File: config.mk
export PLATFORM = sky130hd
export DESIGN_NAME = shift_sequencer
export DESIGN_NICKNAME = d
export VERILOG_FILES = /design/src/rtl/shift_pkg.sv /design/src/rtl/shifter.sv /design/src/rtl/shift_sequencer.sv
export SDC_FILE = /design/constraint.sdc
export NUM_CORES = 1
export LEC_CHECK = 0
export ABC_AREA = 1
export BUFFER_PORTS_ARGS = -buffer_cell sky130_fd_sc_hd__buf_4
export CAP_MARGIN = 0
export CORE_ASPECT_RATIO = 1.75
export CORE_MARGIN = 3
export CORE_UTILIZATION = 60
export CTS_BUF_LIST = sky130_fd_sc_hd__clkbuf_8
export DETAILED_ROUTE_END_ITERATION = 7
export HOLD_SLACK_MARGIN = 0.06
export PLACE_DENSITY_LB_ADDON = 0.3
export SETUP_SLACK_MARGIN = 0.5
export SLEW_MARGIN = 10
export SYNTH_ARGS = -nofsm -noshare
export SYNTH_HDL_FRONTEND = slang
export SYNTH_SLANG_ARGS = --single-unit
File: constraint.sdc
create_clock -name clk -period 1.6 [get_ports clk]
set_input_delay 0.24 -clock clk [delete_from_list [all_inputs] [get_ports clk]]
set_output_delay 0.24 -clock clk [all_outputs]
set_load 0.03 [all_outputs]
File: src/rtl/shift_pkg.sv
// rtl/shift_pkg.sv - shared op encodings, FSM states and constants for shift_sequencer
package shift_pkg;
  localparam int DATA_W = 16;
  localparam int AMT_W  = 4;
  localparam logic [DATA_W-1:0] MSB_MASK = 16'h8000;

  typedef enum logic [1:0] {
    OP_SLL  = 2'b00,
    OP_SRA  = 2'b01,
    OP_ROR  = 2'b10,
    OP_RSVD = 2'b11
  } op_e;

  typedef enum logic [2:0] {
    S_IDLE,
    S_PASS_A,
    S_PASS_B,
    S_PASS_C,
    S_RESP
  } state_e;
endpackage

File: src/rtl/shifter.sv
// rtl/shifter.sv - 16-bit barrel shifter: Mode 0 logical left, Mode 1 arithmetic right
module shifter
  import shift_pkg::*;
(
  input  logic [DATA_W-1:0] Shift_In,
  input  logic [AMT_W-1:0]  Shift_Val,
  input  logic              Mode,
  output logic [DATA_W-1:0] Shift_Out
);
  logic [DATA_W-1:0] sra_out;

  // Arithmetic shift kept in its own self-determined expression so signedness survives.
  always_comb begin
    sra_out   = $unsigned($signed(Shift_In) >>> Shift_Val);
    Shift_Out = Mode ? sra_out : (Shift_In << Shift_Val);
  end
endmodule

File: src/rtl/shift_sequencer.sv
// rtl/shift_sequencer.sv - valid/ready sequencer around one shifter; ROR via SHIFT_SEQ_ROR_EN
module shift_sequencer
  import shift_pkg::*;
(
  input  logic              clk,
  input  logic              rst,
  input  logic              req_valid,
  output logic              req_ready,
  input  logic [1:0]        req_op,
  input  logic [DATA_W-1:0] req_data,
  input  logic [AMT_W-1:0]  req_amt,
  output logic              rsp_valid,
  input  logic              rsp_ready,
  output logic [DATA_W-1:0] rsp_data,
  output logic              rsp_err
);
  state_e            state_q, state_d;
  op_e               op_q, op_d;
  logic [DATA_W-1:0] data_q, data_d;
  logic [AMT_W-1:0]  amt_q, amt_d;
  logic [DATA_W-1:0] rsp_data_q, rsp_data_d;
  logic              rsp_err_q, rsp_err_d;
  logic              rsp_valid_q, rsp_valid_d;
`ifdef SHIFT_SEQ_ROR_EN
  logic [DATA_W-1:0] a_q, a_d;
  logic [DATA_W-1:0] y_q, y_d;
`endif

  logic [DATA_W-1:0] sh_in, sh_out;
  logic [AMT_W-1:0]  sh_val;
  logic              sh_mode;

  shifter u_shifter (
    .Shift_In  (sh_in),
    .Shift_Val (sh_val),
    .Mode      (sh_mode),
    .Shift_Out (sh_out)
  );

  assign req_ready = (state_q == S_IDLE) && !rst;
  assign rsp_valid = rsp_valid_q;
  assign rsp_data  = rsp_data_q;
  assign rsp_err   = rsp_err_q;

  always_comb begin
    sh_in   = data_q;
    sh_val  = amt_q;
    sh_mode = 1'b0;
    case (state_q)
      S_PASS_A: begin
        if (op_q == OP_SRA) sh_mode = 1'b1;
`ifdef SHIFT_SEQ_ROR_EN
        if (op_q == OP_ROR) sh_val = 4'd0 - amt_q;
`endif
      end
`ifdef SHIFT_SEQ_ROR_EN
      S_PASS_B: sh_mode = 1'b1;
      S_PASS_C: begin
        sh_in   = MSB_MASK;
        sh_val  = amt_q - 4'd1;
        sh_mode = 1'b1;
      end
`endif
      default: ;
    endcase
  end

  always_comb begin
    state_d    = state_q;
    op_d       = op_q;
    data_d     = data_q;
    amt_d      = amt_q;
    rsp_data_d = rsp_data_q;
    rsp_err_d  = rsp_err_q;
`ifdef SHIFT_SEQ_ROR_EN
    a_d = a_q;
    y_d = y_q;
`endif
    case (state_q)
      S_IDLE: begin
        if (req_valid) begin
          op_d    = op_e'(req_op);
          data_d  = req_data;
          amt_d   = req_amt;
          state_d = S_PASS_A;
        end
      end
      S_PASS_A: begin
        state_d   = S_RESP;
        rsp_err_d = 1'b0;
        case (op_q)
          OP_SLL, OP_SRA: rsp_data_d = sh_out;
`ifdef SHIFT_SEQ_ROR_EN
          OP_ROR: begin
            if (amt_q == '0) begin
              rsp_data_d = sh_out;
            end else begin
              a_d     = sh_out;
              state_d = S_PASS_B;
            end
          end
`endif
          default: begin
            rsp_data_d = data_q;
            rsp_err_d  = 1'b1;
          end
        endcase
      end
`ifdef SHIFT_SEQ_ROR_EN
      S_PASS_B: begin
        y_d     = sh_out;
        state_d = S_PASS_C;
      end
      // sh_out is the top-n mask; it strips the sign fill that SRA dragged in.
      S_PASS_C: begin
        rsp_data_d = (y_q & ~sh_out) | a_q;
        state_d    = S_RESP;
      end
`endif
      S_RESP: if (rsp_ready) state_d = S_IDLE;
      default: state_d = S_IDLE;
    endcase
    rsp_valid_d = (state_d == S_RESP);
  end

  always_ff @(posedge clk or posedge rst) begin
    if (rst) begin
      state_q     <= S_IDLE;
      op_q        <= OP_SLL;
      data_q      <= '0;
      amt_q       <= '0;
      rsp_data_q  <= '0;
      rsp_err_q   <= 1'b0;
      rsp_valid_q <= 1'b0;
`ifdef SHIFT_SEQ_ROR_EN
      a_q <= '0;
      y_q <= '0;
`endif
    end else begin
      state_q     <= state_d;
      op_q        <= op_d;
      data_q      <= data_d;
      amt_q       <= amt_d;
      rsp_data_q  <= rsp_data_d;
      rsp_err_q   <= rsp_err_d;
      rsp_valid_q <= rsp_valid_d;
`ifdef SHIFT_SEQ_ROR_EN
      a_q <= a_d;
      y_q <= y_d;
`endif
    end
  end
endmodule

# Yosys cells after proc, flatten, opt, wreduce, memory -nomap -nowiden
# Cells that the tools add are included.
# Widths: inputs -> output; s select.
dict set report word_totals {
  regBits 43
  inputBits 26
  out_inout_bits 19
  elab_cells 27
}
dict set report op_classes {
  n_eq_ne 4
  shift 2
  n_mux 8
  n_reduce_logical 6
}
# op n
set op_table {}
lappend op_table {{$mux 16} 2}
lappend op_table {{$shl 16x4->16} 1}
lappend op_table {{$sshr 16x4->16} 1}
lappend op_table {{$pmux 3 s3} 1}
lappend op_table {{$eq 3x3->1 const B} 2}
lappend op_table {{$mux 3} 2}
lappend op_table {{$eq 3x1->1 const B} 1}
lappend op_table {{$logic_not 3->1} 1}
lappend op_table {{$mux 1} 3}
lappend op_table {{$eq 2x1->1 const B} 1}
lappend op_table {{$logic_not 2->1} 1}
lappend op_table {{$reduce_and 2->1} 1}
lappend op_table {{$reduce_or 2->1} 1}
lappend op_table {{$logic_and 1x1->1} 1}
lappend op_table {{$logic_not 1->1} 1}

# Longest topological paths before layout
dict set report logic_depth {
  ltp_word 5
  depth_mapped 14
  mapped_depth_nobuf 13
}

# By module
# From an unflattened synthesis, not the netlist that was laid out.
dict set report hier_totals {
  hier_cells 526
  area_unflattened_um2 3331.9
}
# mod n_inst cells_per_inst area_each_um2 seq_area_each_um2
set modules_own_cells {}
lappend modules_own_cells {shift_sequencer 1 239 1925.6 1076.0}
lappend modules_own_cells {shifter 1 287 1406.3 0.0}

# Worst setup path after synthesis
# Ideal clock, no wire load.
dict set report synth_path {
  path_type {reg-to-output}
  from {register state_q[0]}
  to {output req_ready}
  arrival_time_ns 1.281
  required_time_ns 1.360
  setup_slack_ns 0.079
  path_stages_with_launch 4
  n_path_buf 0
  cell_sequence {dfrtp_1 -> nor2_1 -> inv_1 -> nor3_1}
}
dict set report synth_via {
  elab_chain_len 2
}
# element line
set synth_rtl {}
lappend synth_rtl {{start: declaration} shift_sequencer.sv:17} ;# state_e state_q, state_d;
lappend synth_rtl {{start signal: assignment} shift_sequencer.sv:140} ;# state_q <= state_d;
lappend synth_rtl {{$logic_not 3->1} shift_sequencer.sv:40} ;# assign req_ready = (state_q == S_IDLE) && !rst;
lappend synth_rtl {{$logic_and 1x1->1} shift_sequencer.sv:40}
lappend synth_rtl {{end: declaration} shift_sequencer.sv:8} ;# output logic req_ready,
# No other way between the ends.

# Final worst setup path
dict set report layout_path {
  from {register amt_q[0]}
  to {register rsp_data_q[12] (netlist: rsp_data[12])}
}
dict set report layout_via {
  elab_chain_len 3
  word_cells_on_any_way 4
  cone_classes {2 x shift; 2 x mux}
}
# element line
set layout_rtl {}
lappend layout_rtl {{start: declaration} shift_sequencer.sv:20} ;# logic [AMT_W-1:0] amt_q, amt_d;
lappend layout_rtl {{start signal: assignment} shift_sequencer.sv:143} ;# amt_q <= amt_d;
lappend layout_rtl {{$shl 16x4->16 or $sshr 16x4->16 (tied branches)} {shifter.sv:15, shifter.sv:14}}
lappend layout_rtl {{$mux 16 (*)} shifter.sv:15} ;# Shift_Out = Mode ? sra_out : (Shift_In << Shift_Val);
lappend layout_rtl {{$mux 16 (*)} shift_sequencer.sv:91} ;# case (op_q)
lappend layout_rtl {{end signal: assignment} shift_sequencer.sv:144} ;# rsp_data_q <= rsp_data_d;
lappend layout_rtl {{end: declaration} shift_sequencer.sv:21} ;# logic [DATA_W-1:0] rsp_data_q, rsp_data_d;
# Every way passes the cells marked *; elsewhere a longest branch is shown, timed or not.
# A chain may end at the register's enable or synchronous reset.

==> impl_results.md <==
- WHS: 0.128 ns
- Drt total wl: roughly 16000 um
- Main synth FF type: dfrtp_1
- Post-route clock period utilization: 1.18
- Post-synthesis adder-cell area fraction: 0
- Post-Place Setup Slack: roughly 0.0028 ns
- Worst skew pair latency: 0.31 ns
- # setup viols final: 12
- Final ANT Viol Nets: 0
- Area contributors post-synth: dfrtp_1 (33%), nand2_1 (23%), nand3_1 (16%)
- Number of global-route vias before repair: 3936
- Normalized max-slew margin: 0.627
- Largest family of logic cells by synthesized area: simple AND/OR/NAND/NOR gates
- Cell Area, Synth: 3210 um^2
- Status: finished, violations left
- Max IR drop VDD: around 1.1 mV
- Most frequent cells in the layout: nand2_1 (167), nand3_1 (92), buf_4 (49), dfrtp_1 (41), nand2_2 (33)
- Syn-to-layout area delta: 37.0%
- Hold Crit Class: input pin to flip-flop
- CTS tree: built
- Vias post-DR: 4418
- Die ar.: 6300 um^2
- Mux share of post-synthesis cell area: 0
- CP cell instances: clkinv_8 > nand2_1 > nand3_1 > nand3_1 > nand2_1 > nand2_1 > nand2_1 > nand2_1 > nand3_2 > nand2_1 > inv_1
- Worst setup EP type: flip-flop
- Worst-path clk slew: 0.10 ns
- Power Density: 1380 nW/um^2
- Clock root buffer: clkbuf_8
- Ant. Diodes: 0
- Worst-path maximum fanout: 18
- Pin count of the biggest net entering global routing: 33
- Cell mode on critical path: nand2_1
- Setup CP Type: flip-flop to flip-flop
- Synth cell types: 32
- Final nets: 584
- Initial Util: 0.635
- Critical Path Max Stage Delay: 0.47 ns
- Die height: 103 um
- Layout cells sized above 1: 0.344
- Synth Area in XOR/XNOR: 0
- Compound-Gate Fraction of Synth Area: 0.0783
- Reg-to-Reg Start: amt_q[0]$_DFFE_PP0P_
- RSZ-0062 raised after global routing: true
- Leakage: 0.00228 uW
- Yosys top cell area share: 0.335
- DP HPWL: 7780 um
- Asr flop ratio synth: 1.00
- Core area: 5060 um^2
- Worst Setup SP: amt_q[0]$_DFFE_PP0P_
- Port Buffers: 44
- Fin cells: 612
- Critical path launch point type: flip-flop
- Max Buffers Root-to-Sink: 2
- Wire length per cell: 25.9 um
- Placed cell count: 578
- Slew of the pin with the lowest slew margin: about 0.56 ns
- First-pass GRT wire length: roughly 20000 um
- Slew Viols, Final: 0
- Critical Path Sink: rsp_data[12]$_DFFE_PP0N_
- Post-synth net total: 514
- YS warnings: 0
- Num CTS Buffers: 5
- Final setup margin: -0.292 ns
- RR Endpoint: rsp_data[12]$_DFFE_PP0N_
- Clock Sinks: between 40 and 50
- Reg2Reg Setup Slack: -0.29 ns
- Simple-gate share of the synthesized area: 0.506
- Commonest non-fill, non-tap cell in the layout: nand2_1
- Row count: 34
- Yosys reg bits: 43
- Initial antenna violation count: 0
- Top Ports: 45
- Setup_tns: -1.23 ns
- GR Overflow Total: 0
- CP Data Required Time: roughly 1.8 ns
- Clk_skew: 0.00612 ns
- Syn_area_per_cell: 6.58 um^2
- Post-synthesis sequential area ratio: 0.335
- Final hold violation count: 0
- DIE WIDTH: 61.3 um
- Max Cap Viol: 0
- Slowest CP cell: dfrtp_2
- 1st-pass router iterations: 8
- Post-synth EDFFs: 0
- Worst Path Arrival: 2.10 ns
- 1st-iter DRT viols: 953
- Failing checks: DRC, setup timing
- DRC Markers: 42
- Mapped Cells: between 400 and 500
- Gr usage total: 0.442
- Final GP Congestion: 1.03
- Peak Freq: 529 MHz
- Reg2reg path depth: 11
- Vias/cell: 7.22
- H-Tree Depth: 2
- Cell taking the most area after synthesis: dfrtp_1
- Fin crit period: 1.89 ns
## logic make-up (layout without fill, tap and decap cells)
group                  count (synthesis)  count (layout)
and+or+nand+nor                      355             356
DFF                                   43              43
AOI/OAI and AO/OA                     44              44
other                                  1               1
buffers and inverters                 45             114
## power by group
group          internal (uW)  leakage [uW]  switching, uW
Clock                    458     0.0000502            439
Sequential              1340      0.000526            438
Combinational           1260       0.00171           2140
Total                   3060       0.00228           3020
## critical path: cells and delay by family, from the launching register on
kind / cells / cell delay, ns
DFF: 1 / 0.47
buffers and inverters: 2 / 0.21
and+or+nand+nor: 9 / 1.10
## worst min-delay path by stage
stage / end / start / slack (ns) / depth (start not counted)
floorplan: amt_q[0]$_DFFE_PP0P_ / rst / 0.24 / 1
global placement: state_q[2]$_DFF_PP0_ / rst / 0.30 / 2
detailed placement: state_q[2]$_DFF_PP0_ / rst / 0.31 / 2
CTS: state_q[2]$_DFF_PP0_ / rsp_ready / 0.12 / 2
global route: amt_q[0]$_DFFE_PP0P_ / req_amt[0] / 0.14 / 3
finish: data_q[1]$_DFFE_PP0P_ / req_data[1] / 0.13 / 3
## state kept, by name (all words and copies together), names as in the netlist
| register | count |
|---|---|
| rsp_valid | 1 |
| rsp_err | 1 |
| amt_q | 4 |
| op_q | 2 |
| data_q | 16 |
| state_q | 3 |
| rsp_data | 16 |
## stage by stage
stage                     power (uW)   util  area, um^2
after global placement          4320  0.732        3710
after floorplan                 3520      -        3300
after global routing            6270  0.869        4400
after CTS                       5410  0.828        4190
final                           6080  0.869        4400
after detailed placement        4370  0.732        3710
## metal layers
| layer | track usage | vias up | wire length, um |
|---|---|---|---|
| met2 | 0.699 | 537 | 6950 |
| met3 | 0.118 | 205 | 2230 |
| met4 | 0.339 | 0 | 1860 |
| li1 | - | 1735 | - |
| met1 | 0.485 | 1941 | 4790 |
| met5 | 0 | - | 0 |
## cells in the mapped netlist (all sizes together) (3+ instances only)
library cell and n:
nor2 24, nand3 108, inv 17, dfrtp 43, a21oi 18, nand2 213, or2 8, buf 23
a21boi 3, o21ai 15, clkbuf 5
## what timing repair did
item	4_1_cts	5_1_grt
cloned	4	1
hold buffers	1	0
setup buffers	13	8
pin swaps	13	3
hold endpoints to repair	21	0
endpoints found under the setup margin	48	83
gates resized for setup	69	36
## layout make-up
class,count,area [um^2]
Tap cell,54,67.6
Clock buffer,5,68.8
Clock inverter,2,37.5
Fill cell,234,662
Timing Repair Buffer,86,857
Multi-Input combinational cell,401,2140
Timing Repair inverter,4,53.8
Sequential cell,43,1080
Inverter,17,96.3
No activity file was read; power rests on OpenSTA's default activity.
